==> config.mk <==
export PLATFORM = sky130hd
export DESIGN_NAME = classify_sweep_ctrl_flat
export DESIGN_NICKNAME = d
export VERILOG_FILES = /design/src/rtl/classify_pkg.sv /design/src/rtl/classify_sweep_ctrl_if.sv /design/src/rtl/num_classifier.sv /design/src/rtl/classify_sweep_ctrl.sv /design/src/flat_wrapper.sv
export SDC_FILE = /design/constraint.sdc
export NUM_CORES = 1
export LEC_CHECK = 0
export CORE_MARGIN = 1
export CORE_UTILIZATION = 54
export CTS_BUF_LIST = sky130_fd_sc_hd__clkbuf_16
export DETAILED_ROUTE_END_ITERATION = 8
export DONT_BUFFER_PORTS = 1
export GPL_ROUTABILITY_DRIVEN = 0
export PLACE_DENSITY = 0.69
export SLEW_MARGIN = 40
export SYNTH_ARGS = -nofsm -noshare
export SYNTH_HDL_FRONTEND = slang
export SYNTH_SLANG_ARGS = --single-unit
==> constraint.sdc <==
create_clock -name clk -period 2.9 [get_ports clk]
set_clock_uncertainty 0.2 [all_clocks]
set_input_delay 0.435 -clock clk [delete_from_list [all_inputs] [get_ports clk]]
set_output_delay 0.435 -clock clk [all_outputs]
set_load 0.01 [all_outputs]
==> src/rtl/classify_pkg.sv <==
// Shared types and classifier rules for the number sweep sequencer.
package classify_pkg;

    localparam int VAL_W = 4;

    typedef enum logic [1:0] {
        IDLE = 2'd0,
        RUN  = 2'd1,
        DONE = 2'd2
    } state_e;

    function automatic logic is_div3(input logic [VAL_W-1:0] v);
        logic r;
        r = 1'b0;
        case (v)
            4'd3, 4'd6, 4'd9, 4'd12, 4'd15: r = 1'b1;
            default: r = 1'b0;
        endcase
        return r;
    endfunction

    function automatic logic is_even(input logic [VAL_W-1:0] v);
        return (v != '0) && !v[0];
    endfunction

endpackage

==> src/rtl/classify_sweep_ctrl_if.sv <==
// Sweep request and result bundle between front end and sequencer.
interface classify_sweep_ctrl_if #(
    parameter int CNT_W = 5
) ();
    import classify_pkg::*;

    logic             start;
    logic [VAL_W-1:0] lo;
    logic [VAL_W-1:0] hi;
    logic             busy;
    logic             done;
    logic             err;
    logic [VAL_W-1:0] cur;
    logic             led0;
    logic             led1;
    logic [CNT_W-1:0] div3_cnt;
    logic [CNT_W-1:0] even_cnt;

    modport master (
        output start, lo, hi,
        input  busy, done, err, cur, led0, led1, div3_cnt, even_cnt
    );

    modport slave (
        input  start, lo, hi,
        output busy, done, err, cur, led0, led1, div3_cnt, even_cnt
    );

endinterface

==> src/rtl/num_classifier.sv <==
// Standalone 4-bit classifier: divisible-by-3 and even flags.
module num_classifier
    import classify_pkg::*;
(
    input  logic [VAL_W-1:0] val,
    output logic             div3,
    output logic             even
);

    assign div3 = is_div3(val);
    assign even = is_even(val);

endmodule

==> src/rtl/classify_sweep_ctrl.sv <==
// Steps the classifier across [lo, hi], holding each value and tallying hits.
module classify_sweep_ctrl
    import classify_pkg::*;
#(
    parameter int STEP_CYCLES = 4,
    parameter int CNT_W       = 5
) (
    input logic                 clk,
    input logic                 rst,
    classify_sweep_ctrl_if.slave bus
);

    localparam int HW = (STEP_CYCLES > 1) ? $clog2(STEP_CYCLES) : 1;
    localparam logic [HW-1:0] HOLD_LAST = HW'(STEP_CYCLES - 1);

    state_e           state_q, state_d;
    logic [VAL_W-1:0] cur_q, cur_d;
    logic [VAL_W-1:0] hi_q, hi_d;
    logic [HW-1:0]    hold_cnt_q, hold_cnt_d;
    logic [CNT_W-1:0] div3_cnt_q, div3_cnt_d;
    logic [CNT_W-1:0] even_cnt_q, even_cnt_d;
    logic             err_q, err_d;
    logic             c_div3, c_even;

    num_classifier u_cls (
        .val  (cur_q),
        .div3 (c_div3),
        .even (c_even)
    );

    always_comb begin
        state_d    = state_q;
        cur_d      = cur_q;
        hi_d       = hi_q;
        hold_cnt_d = hold_cnt_q;
        div3_cnt_d = div3_cnt_q;
        even_cnt_d = even_cnt_q;
        err_d      = 1'b0;
        unique case (state_q)
            IDLE: begin
                if (bus.start) begin
                    if (bus.lo <= bus.hi) begin
                        hi_d       = bus.hi;
                        cur_d      = bus.lo;
                        hold_cnt_d = '0;
                        div3_cnt_d = '0;
                        even_cnt_d = '0;
                        state_d    = RUN;
                    end else begin
                        err_d = 1'b1;
                    end
                end
            end
            RUN: begin
                if (hold_cnt_q == HOLD_LAST) begin
                    hold_cnt_d = '0;
                    div3_cnt_d = div3_cnt_q + CNT_W'(c_div3);
                    even_cnt_d = even_cnt_q + CNT_W'(c_even);
                    // cur stops at hi so hi=15 never wraps
                    if (cur_q == hi_q) state_d = DONE;
                    else               cur_d   = cur_q + 1'b1;
                end else begin
                    hold_cnt_d = hold_cnt_q + 1'b1;
                end
            end
            DONE:    state_d = IDLE;
            default: state_d = IDLE;
        endcase
    end

    always_ff @(posedge clk) begin
        if (rst) begin
            state_q    <= IDLE;
            cur_q      <= '0;
            hi_q       <= '0;
            hold_cnt_q <= '0;
            div3_cnt_q <= '0;
            even_cnt_q <= '0;
            err_q      <= 1'b0;
        end else begin
            state_q    <= state_d;
            cur_q      <= cur_d;
            hi_q       <= hi_d;
            hold_cnt_q <= hold_cnt_d;
            div3_cnt_q <= div3_cnt_d;
            even_cnt_q <= even_cnt_d;
            err_q      <= err_d;
        end
    end

    assign bus.busy     = (state_q == RUN);
    assign bus.done     = (state_q == DONE);
    assign bus.err      = err_q;
    assign bus.cur      = cur_q;
    assign bus.led0     = bus.busy & c_div3;
    assign bus.led1     = bus.busy & c_even;
    assign bus.div3_cnt = div3_cnt_q;
    assign bus.even_cnt = even_cnt_q;

endmodule
==> src/flat_wrapper.sv <==
// flat-port wrapper written by rule: the top's interface ports become plain ports
module classify_sweep_ctrl_flat import classify_pkg::*;
#(
    parameter int STEP_CYCLES = 4,
    parameter int CNT_W       = 5
)
  (clk, rst, bus_start, bus_lo, bus_hi, bus_busy, bus_done, bus_err, bus_cur, bus_led0, bus_led1, bus_div3_cnt, bus_even_cnt);
  classify_sweep_ctrl_if #(.CNT_W(CNT_W)) bus_i ();
  input logic clk;
  input logic rst;
  input wire logic [$bits(bus_i.start)-1:0] bus_start;
  input wire logic [$bits(bus_i.lo)-1:0] bus_lo;
  input wire logic [$bits(bus_i.hi)-1:0] bus_hi;
  output wire logic [$bits(bus_i.busy)-1:0] bus_busy;
  output wire logic [$bits(bus_i.done)-1:0] bus_done;
  output wire logic [$bits(bus_i.err)-1:0] bus_err;
  output wire logic [$bits(bus_i.cur)-1:0] bus_cur;
  output wire logic [$bits(bus_i.led0)-1:0] bus_led0;
  output wire logic [$bits(bus_i.led1)-1:0] bus_led1;
  output wire logic [$bits(bus_i.div3_cnt)-1:0] bus_div3_cnt;
  output wire logic [$bits(bus_i.even_cnt)-1:0] bus_even_cnt;
  assign bus_i.start = bus_start;
  assign bus_i.lo = bus_lo;
  assign bus_i.hi = bus_hi;
  assign bus_busy = bus_i.busy;
  assign bus_done = bus_i.done;
  assign bus_err = bus_i.err;
  assign bus_cur = bus_i.cur;
  assign bus_led0 = bus_i.led0;
  assign bus_led1 = bus_i.led1;
  assign bus_div3_cnt = bus_i.div3_cnt;
  assign bus_even_cnt = bus_i.even_cnt;
  classify_sweep_ctrl #(.STEP_CYCLES(STEP_CYCLES), .CNT_W(CNT_W)) u_core (.clk(clk), .rst(rst), .bus(bus_i));
endmodule
==> impl_metrics.env, run 1 <==
export IMPL_grt_total_usage_pct=24.1
export IMPL_vias=1226
export IMPL_final_core_util_pct=60.6
export IMPL_ioPinCount=30
export IMPL_n_antenna_cell=0
export IMPL_yosysSeqAreaShare_pct=31.7
export IMPL_synthesis_nets=196
export IMPL_area_growth_pct=4.22
export IMPL_maxSlewHeadroom_pct=56.7
export IMPL_finalSetupTns_ns=0
export IMPL_end_kind="flop"
export IMPL_status="finished, final reports clean"
export IMPL_firstDrtPassIters=4
export IMPL_ys_async_sr_fraction_pct=0
export IMPL_multiInputGateArea_um2=890
export IMPL_cp_arrival_ns=2.65
export IMPL_ff2ff_path_depth=10
export IMPL_die_y_um=53.9
export IMPL_grt_max_degree=25
export IMPL_antenna_found_initial=0
export IMPL_drv_cap=0
export IMPL_placed_area_um2=1440
export IMPL_num_fill_cells=216
export IMPL_wl_per_cell_um=15.9
export IMPL_synthFlopType="dfxtp_1"
export IMPL_root_buffer="clkbuf_16"
export IMPL_min_to="u_core.bus.even_cnt[0]"
export IMPL_row_count=18
export IMPL_slowest_delay_ns=0.48
export IMPL_slew_viol_final=0
export IMPL_drive_gt1_share_pct=8.43
export IMPL_r2r_end="u_core.bus.div3_cnt[4]"
export IMPL_clock_sinks=23
export IMPL_grt_overflow=0
export IMPL_required_ns=2.85
export IMPL_hp_class="in2reg"
export IMPL_hold_violations=0
export IMPL_start_util_pct=58.2
export IMPL_holdPathStages=1
export IMPL_hpwl_um=2230
export IMPL_synth_distinct_cells=38
export IMPL_min_period_ns=2.70
export IMPL_ctsResizeCount=0
export IMPL_rsz0062_at_grt="false"
export IMPL_htreeDepth=1
export IMPL_finalSetupViolations=0
export IMPL_drc=0
export IMPL_portBuffers=0
export IMPL_syn_area_per_cell_um2=8.45
export IMPL_ant_nets=0
export IMPL_netlist_area_um2=1450
export IMPL_cts_buffer_depth=2
export IMPL_ir_drop_uv=326
export IMPL_synth_edf_count=0
export IMPL_crit_family="adder cells"
export IMPL_yosys_warnings=0
export IMPL_seq_area_um2=460
export IMPL_cts_buffers_inserted=3
export IMPL_fmax_ghz=0.371
export IMPL_grt_pass1_vias=1124
export IMPL_worstHoldStart="rst"
export IMPL_crit_buf_inv=1
export IMPL_place_ws_ns=0.210
export IMPL_core_region_area_um2=2500
export IMPL_cp_common_cell="ha_1"
export IMPL_cts_tree="done"
export IMPL_final_cell_mix="23 x dfxtp_1, 18 x nand2_1, 17 x nand3_1, 14 x nor2_1, 13 x ha_1"
export IMPL_routed_wl_um=3110
export IMPL_dieArea_um2=2900
export IMPL_path_max_fanout=7
export IMPL_first_iter_violations=29
export IMPL_stdcell_area_um2=1520
export IMPL_synth_seq_cells=23
export IMPL_setup_ws_ns=0.203
export IMPL_ctsHoldBuffers=0
export IMPL_clock_latency_ns=0.25
export IMPL_power_density_nw_per_um2=532
export IMPL_viasPerCell=6.26
export IMPL_synthCells=172
export IMPL_fin_cells=196
export IMPL_path_class="reg2reg"
export IMPL_path_cells="inv_1 -> ha_1 -> or2_2 -> mux4_2 -> ha_1 -> ha_1 -> nand4_1 -> o21ai_0 -> a32oi_1 -> nor2_1"
export IMPL_post_cts_setup_buffer_count=0
export IMPL_fin_nets=191
export IMPL_slowest_stage="dfxtp_1"
export IMPL_rrSetupSlack_ns=0.20
export IMPL_die_w_um=53.9
export IMPL_start_kind="flop"
export IMPL_dp_cells=192
export IMPL_worst_slew_pin_slew_ns=0.650
export IMPL_layout_commonest_cell="dfxtp_1"
export IMPL_min_period_over_period_pct=93.0
export IMPL_cts_clk_slew_worst_paths_ns=0.06
export IMPL_grt_first_pass_wirelength_um=5110
export IMPL_power_leakage_nw=0.630
export IMPL_reg2reg_from="u_core.bus.cur[1]"
-- through the flow --
step	total power, mW	hold WS (ns)
2_1_floorplan	0.495	0.221
3_3_place_gp	0.505	0.238
3_5_place_dp	0.511	0.244
4_1_cts	0.807	0.0432
5_1_grt	0.836	0.0400
6_report	0.806	0.0434
-- cell families (layout without fill, tap and decap cells) --
family / after synthesis / in the layout / share of synthesized area [%]
xor gates and xnor gates: 5 / 5 / 3.01
adders and majority gates: 13 / 13 / 11.2
buffers and inverters: 21 / 15 / 7.14
and+or+nand+nor: 69 / 69 / 25.0
AOI/OAI and AO/OA: 34 / 34 / 16.4
muxes: 7 / 7 / 5.68
DFF: 23 / 23 / 31.7
-- flip-flops by register name, summed over array words and instances, names as in the netlist --
register,cells
u_core.state_q,2
u_core.bus.err,1
u_core.bus.even_cnt,5
u_core.hi_q,4
u_core.bus.div3_cnt,5
u_core.hold_cnt_q,2
u_core.bus.cur,4
-- cell usage after synthesis, types with 2 or more instances --
library cell,n,area (um2)
a21oi_1,12,60.1
a32oi_1,4,35.0
and2_1,3,18.8
and3_1,2,12.5
buf_2,3,15.0
buf_6,2,22.5
clkbuf_1,5,18.8
dfxtp_1,23,460
ha_1,13,163
inv_1,9,33.8
mux2i_1,6,60.1
nand2_1,18,67.6
nand2b_1,2,12.5
nand3_1,17,85.1
nand4_1,5,31.3
nor2_1,14,52.6
nor2b_1,2,12.5
o211ai_1,2,15.0
o21ai_0,7,35.0
o32ai_1,2,17.5
xor2_1,4,35.0
-- worst max path at each step --
stage | startpoint | endpoint | slack, ns | cells after the start
2_1_floorplan | u_core.bus.cur[0] | u_core.bus.div3_cnt[4] | 0.28 | 10
3_5_place_dp | u_core.bus.cur[1] | u_core.bus.div3_cnt[4] | 0.21 | 10
4_1_cts | u_core.bus.cur[1] | u_core.bus.div3_cnt[4] | 0.20 | 10
6_report | u_core.bus.cur[1] | u_core.bus.div3_cnt[4] | 0.20 | 10
3_3_place_gp | u_core.bus.cur[1] | u_core.bus.div3_cnt[4] | 0.28 | 10
5_1_grt | u_core.bus.cur[1] | u_core.bus.div3_cnt[2] | 0.02 | 9
-- metal layers --
metal / global-route usage, % / part of all wire [%] / up-vias / wire, um
met1: 33.1 / 47 / 584 / 1470
met4: 7.02 / 0.64 / 0 / 20
met3: 3.95 / 5.1 / 4 / 159
li1: - / - / 604 / -
met2: 38.3 / 47 / 34 / 1460
met5: 0 / 0 / - / 0
-- area by class of cell --
type,instances,share of cell area [%]
Multi-Input combinational cell,128,58.7
Sequential cell,23,30.4
Clock buffer,3,4.95
Inverter,10,2.64
Tap cell,30,2.48
Timing Repair Buffer,1,0.495
Clock inverter,1,0.330
-- power by group --
part / leakage, nW / internal [mW] / switching [mW]
Sequential: 0.187 / 0.330 / 0.0189
Combinational: 0.403 / 0.0615 / 0.0953
Clock: 0.0409 / 0.185 / 0.115
Total: 0.630 / 0.577 / 0.229
No activity file was read; power rests on OpenSTA's default activity.
==> run 2: changes to the inputs <==
--- a/config.mk
+++ b/config.mk
@@ -12,7 +12,6 @@
 export DONT_BUFFER_PORTS = 1
 export GPL_ROUTABILITY_DRIVEN = 0
 export PLACE_DENSITY = 0.69
-export SLEW_MARGIN = 40
 export SYNTH_ARGS = -nofsm -noshare
 export SYNTH_HDL_FRONTEND = slang
 export SYNTH_SLANG_ARGS = --single-unit
==> constraint.sdc (replaced) <==
create_clock -name clk -period 2.7 [get_ports clk]
set_clock_uncertainty 0.2 [all_clocks]
set_input_delay 0.405 -clock clk [delete_from_list [all_inputs] [get_ports clk]]
set_output_delay 0.405 -clock clk [all_outputs]
set_load 0.01 [all_outputs]
==> impl_metrics.env, run 2 (same netlist as run 1, synthesis figures left out) <==
export IMPL_status="finished, final reports clean"
export IMPL_hp_class="in2reg"
export IMPL_ff2ff_path_depth=10
export IMPL_dieArea_um2=2900
export IMPL_finalSetupViolations=0
export IMPL_cp_common_cell="ha_1"
export IMPL_min_period_over_period_pct=94.3
export IMPL_grt_total_usage_pct=24.0
export IMPL_antenna_found_initial=0
export IMPL_cp_arrival_ns=2.50
export IMPL_pwr_share_clk_pct=37.0
export IMPL_grt_max_degree=25
export IMPL_clock_latency_ns=0.26
export IMPL_power_density_nw_per_um2=567
export IMPL_switching_power_mw=0.250
export IMPL_hold_slack_ns=0.00914
export IMPL_path_max_fanout=4
export IMPL_fin_nets=196
export IMPL_first_iter_violations=34
export IMPL_routed_wl_um=3190
export IMPL_min_period_ns=2.55
export IMPL_sw_frac_of_total_pct=28.4
export IMPL_placed_area_um2=1470
export IMPL_holdPathStages=1
export IMPL_finalPower_mw=0.881
export IMPL_cts_buffers_inserted=3
export IMPL_cts_tree="done"
export IMPL_die_y_um=53.9
export IMPL_area_growth_pct=6.97
export IMPL_path_cells="inv_1 -> ha_1 -> or2_2 -> mux4_2 -> ha_1 -> ha_1 -> nand4_1 -> o21ai_0 -> a32oi_1 -> nor2_1"
export IMPL_start_kind="flop"
export IMPL_core_region_area_um2=2500
export IMPL_power_leakage_nw=0.656
export IMPL_ir_drop_uv=510
export IMPL_multiInputGateArea_um2=890
export IMPL_reg2reg_from="u_core.bus.cur[0]"
export IMPL_num_fill_cells=215
export IMPL_wl_per_cell_um=15.9
export IMPL_grt_overflow=0
export IMPL_power_internal_mw=0.631
export IMPL_viasPerCell=6.09
export IMPL_drive_gt1_share_pct=12.3
export IMPL_drc=0
export IMPL_root_buffer="clkbuf_16"
export IMPL_slowest_delay_ns=0.48
export IMPL_ctsHoldBuffers=0
export IMPL_min_to="u_core.bus.even_cnt[1]"
export IMPL_fmax_ghz=0.393
export IMPL_fin_cells=201
export IMPL_grt_first_pass_wirelength_um=5000
export IMPL_cts_buffer_depth=2
export IMPL_seq_area_um2=463
export IMPL_die_w_um=53.9
export IMPL_maxSlewHeadroom_pct=65.7
export IMPL_drv_cap=0
export IMPL_clock_sinks=23
export IMPL_cts_clk_slew_worst_paths_ns=0.06
export IMPL_hpwl_um=2280
export IMPL_slew_viol_final=0
export IMPL_dp_cells=197
export IMPL_portBuffers=0
export IMPL_end_kind="flop"
export IMPL_ioPinCount=30
export IMPL_path_class="reg2reg"
export IMPL_layout_commonest_cell="dfxtp_1"
export IMPL_row_count=18
export IMPL_vias=1225
export IMPL_firstDrtPassIters=4
export IMPL_ant_nets=0
export IMPL_n_antenna_cell=0
export IMPL_final_cell_mix="21 x dfxtp_1, 18 x nand2_1, 17 x nand3_1, 14 x nor2_1, 13 x ha_1"
export IMPL_grt_pass1_vias=1141
export IMPL_start_util_pct=58.2
export IMPL_hold_violations=0
export IMPL_htreeDepth=1
export IMPL_stdcell_area_um2=1560
export IMPL_worst_slew_pin_slew_ns=0.514
export IMPL_required_ns=2.66
export IMPL_r2r_end="u_core.bus.div3_cnt[4]"
export IMPL_slowest_stage="mux4_2"
export IMPL_worstHoldStart="rst"
export IMPL_p_seq_share_pct=42.3
export IMPL_final_core_util_pct=62.2
export IMPL_p_comb_share_pct=20.7
export IMPL_rrSetupSlack_ns=0.15
-- run 2: cell types whose count changed in the layout (fill, tap and decap cells not counted), sizes merged --
cell,previous run,this run
buf,1,6
-- run 2: what timing repair did --
item / in CTS / in global routing
buffers inserted: 0 / 0
setup endpoints to repair: 0 / 1
gates resized for setup: 0 / 2
-- run 2: layout make-up --
type                       instances  area share (%)
timing repair buffer               6            2.90
clock inverter                     1           0.322
multi-input combinational        128            57.2
inverter                          10            2.57
tap                               30            2.41
clock buffer                       3            4.83
sequential                        23            29.8
-- run 2: power by group through the flow --
stage	registers (mW)	logic, mW	clock network (mW)
2_1_floorplan	0.377	0.154	0
3_3_place_gp	0.379	0.175	0
3_5_place_dp	0.380	0.182	0
4_1_cts	0.372	0.182	0.331
5_1_grt	0.376	0.200	0.340
6_report	0.373	0.182	0.326
-- run 2: how the worst max path moves through the flow --
stage / from / endpoint / slack [ns] / depth (start not counted)
2_1_floorplan: u_core.bus.cur[0] / u_core.bus.div3_cnt[4] / 0.08 / 10
3_3_place_gp: u_core.bus.cur[0] / u_core.bus.div3_cnt[4] / 0.22 / 10
3_5_place_dp: u_core.bus.cur[0] / u_core.bus.div3_cnt[4] / 0.14 / 10
4_1_cts: u_core.bus.cur[0] / u_core.bus.div3_cnt[4] / 0.13 / 10
5_1_grt: u_core.bus.cur[0] / u_core.bus.div3_cnt[4] / -0.0003 / 10
6_report: u_core.bus.cur[0] / u_core.bus.div3_cnt[4] / 0.15 / 10
-- run 2: metrics by stage --
step / TNS [ns] / worst slack (ns)
floorplan: 0 / 0.0816
global placement: 0 / 0.216
detailed placement: 0 / 0.135
CTS: 0 / 0.125
global route: -0.000302 / -0.000302
finish: 0 / 0.153
-- run 2: critical path, delay by kind of cell, from the launching register on --
| kind | cells | cell delay, ns |
|---|---|---|
| adder cells (fa/ha/maj) | 3 | 0.67 |
| multiplexers | 1 | 0.48 |
| AND/OR/NAND/NOR | 3 | 0.42 |
| flip-flops | 1 | 0.36 |
| AO/OA/AOI/OAI | 2 | 0.23 |
| buffers and inverters | 1 | 0.08 |
-- run 2: metal layers --
metal	routed length, um	GRT usage (%)	share of wire (%)
met1	1460	30.5	46
met5	0	0	0
met3	156	6.21	4.9
met4	45	10.1	1.4
met2	1530	37.9	48
==> run 3: changes to the inputs <==
--- a/config.mk
+++ b/config.mk
@@ -11,7 +11,8 @@
 export DETAILED_ROUTE_END_ITERATION = 8
 export DONT_BUFFER_PORTS = 1
 export GPL_ROUTABILITY_DRIVEN = 0
-export PLACE_DENSITY = 0.69
+export PLACE_DENSITY = 0.8
+export RECOVER_POWER = 100
 export SYNTH_ARGS = -nofsm -noshare
 export SYNTH_HDL_FRONTEND = slang
 export SYNTH_SLANG_ARGS = --single-unit
==> impl_metrics.env, run 3 (same netlist as run 1, synthesis figures left out) <==
export IMPL_status="finished, final reports clean"
export IMPL_die_w_um=53.9
export IMPL_area_growth_pct=3.79
export IMPL_min_period_ns=2.52
export IMPL_worstHoldStart="rst"
export IMPL_slew_viol_final=0
export IMPL_grtUsageMet1_pct=27.5
export IMPL_r2r_end="u_core.bus.div3_cnt[2]"
export IMPL_antenna_found_initial=0
export IMPL_required_ns=2.67
export IMPL_path_max_fanout=4
export IMPL_vias=1243
export IMPL_p_comb_share_pct=19.3
export IMPL_num_fill_cells=239
export IMPL_rsz0062_at_grt="false"
export IMPL_reg2reg_from="u_core.bus.cur[0]"
export IMPL_ir_drop_uv=494
export IMPL_ant_nets=0
export IMPL_use_met3_pct=7.06
export IMPL_grt_pass1_vias=1229
export IMPL_post_cts_setup_buffer_count=0
export IMPL_hpwl_um=2340
export IMPL_end_kind="flop"
export IMPL_power_leakage_nw=0.629
export IMPL_drive_gt1_share_pct=9.36
export IMPL_cts_clk_slew_worst_paths_ns=0.07
export IMPL_root_buffer="clkbuf_16"
export IMPL_path_class="reg2reg"
export IMPL_maxSlewHeadroom_pct=46.0
export IMPL_p_seq_share_pct=42.9
export IMPL_min_to="u_core.bus.even_cnt[1]"
export IMPL_power_internal_mw=0.617
export IMPL_power_density_nw_per_um2=570
export IMPL_core_region_area_um2=2500
export IMPL_finalSetupTns_ns=0
export IMPL_cts_tree="done"
export IMPL_rrSetupSlack_ns=0.18
export IMPL_clock_latency_ns=0.26
export IMPL_row_count=18
export IMPL_layout_commonest_cell="dfxtp_1"
export IMPL_worst_slew_pin_slew_ns=0.810
export IMPL_htreeDepth=1
export IMPL_setup_ws_ns=0.184
export IMPL_viasPerCell=6.18
export IMPL_grt_first_pass_wirelength_um=5100
export IMPL_ioPinCount=30
export IMPL_portBuffers=0
export IMPL_use_met2_pct=42.6
export IMPL_hold_slack_ns=0.00775
export IMPL_cp_arrival_ns=2.49
export IMPL_cts_buffers_inserted=3
export IMPL_holdPathStages=1
export IMPL_die_y_um=53.9
export IMPL_grt_overflow=0
export IMPL_start_util_pct=58.2
export IMPL_drv_cap=0
export IMPL_wl_per_cell_um=15.8
export IMPL_finalSetupViolations=0
export IMPL_ff2ff_path_depth=9
export IMPL_sw_frac_of_total_pct=28.3
export IMPL_pwr_share_clk_pct=37.8
export IMPL_n_antenna_cell=0
export IMPL_grt_busiest_layer="met2"
export IMPL_routed_wl_um=3170
export IMPL_fin_nets=196
export IMPL_final_cell_mix="21 x dfxtp_1, 18 x nand2_1, 17 x nand3_1, 14 x nor2_1, 13 x a21oi_1"
export IMPL_clock_sinks=23
export IMPL_min_period_over_period_pct=93.2
export IMPL_ctsResizeCount=0
export IMPL_ctsHoldBuffers=0
export IMPL_cts_buffer_depth=2
export IMPL_hold_violations=0
export IMPL_dieArea_um2=2900
export IMPL_first_iter_violations=19
export IMPL_fmax_ghz=0.397
export IMPL_place_ws_ns=0.120
export IMPL_drc=0
export IMPL_start_kind="flop"
export IMPL_grt_total_usage_pct=24.0
export IMPL_grt_max_degree=25
export IMPL_firstDrtPassIters=4
export IMPL_switching_power_mw=0.244
export IMPL_hp_class="in2reg"
[run 3: how the worst max path moves through the flow]
stage / startpoint / end / slack (ns)
floorplan: u_core.bus.cur[0] / u_core.bus.div3_cnt[4] / 0.08
global placement: u_core.bus.cur[0] / u_core.bus.div3_cnt[4] / 0.22
detailed placement: u_core.bus.cur[0] / u_core.bus.div3_cnt[4] / 0.12
CTS: u_core.bus.cur[0] / u_core.bus.div3_cnt[4] / 0.11
global route: u_core.bus.cur[0] / u_core.bus.div3_cnt[2] / 0.03
finish: u_core.bus.cur[0] / u_core.bus.div3_cnt[2] / 0.18
[run 3: worst max-delay path: stages, from the launching register on]
cell     delay (ns)
dfxtp_2        0.35
inv_1          0.08
ha_1           0.22
or2_2          0.27
mux4_2         0.48
ha_1           0.23
ha_2           0.20
nor2_1         0.11
a21oi_1        0.05
o32ai_1        0.23
[run 3: layout make-up]
type                    instances  area [um2]  area share, %
clock buffers                   3        75.1           4.98
repair buffers                  6        33.8           2.24
multi-input cells             128         855           56.6
well taps                      30        37.5           2.49
clock inverters                 1        5.00          0.332
inverters                      10        40.0           2.65
flip-flops and latches         23         463           30.7
[run 3: power by group through the flow]
stage	logic (mW)	registers, mW	clock network (mW)
6_report	0.166	0.369	0.325
4_1_cts	0.187	0.369	0.325
3_3_place_gp	0.176	0.375	0
3_5_place_dp	0.187	0.377	0
2_1_floorplan	0.154	0.377	0
5_1_grt	0.185	0.371	0.340
[run 3: through the flow]
stage / utilization (%) / power (mW) / cell area [um2] / std cells
floorplan: - / 0.531 / 1450 / 172
global placement: 58.9 / 0.552 / 1470 / 197
detailed placement: 58.9 / 0.563 / 1470 / 197
CTS: 62.1 / 0.881 / 1550 / 201
global route: 60.4 / 0.897 / 1510 / 201
finish: 60.4 / 0.861 / 1510 / 201
[run 3: metal layers]
| layer | wire [um] | vias to the layer above |
|---|---|---|
| li1 | - | 607 |
| met1 | 1340 | 610 |
| met2 | 1630 | 22 |
| met3 | 159 | 4 |
| met4 | 39 | 0 |
| met5 | 0 | - |
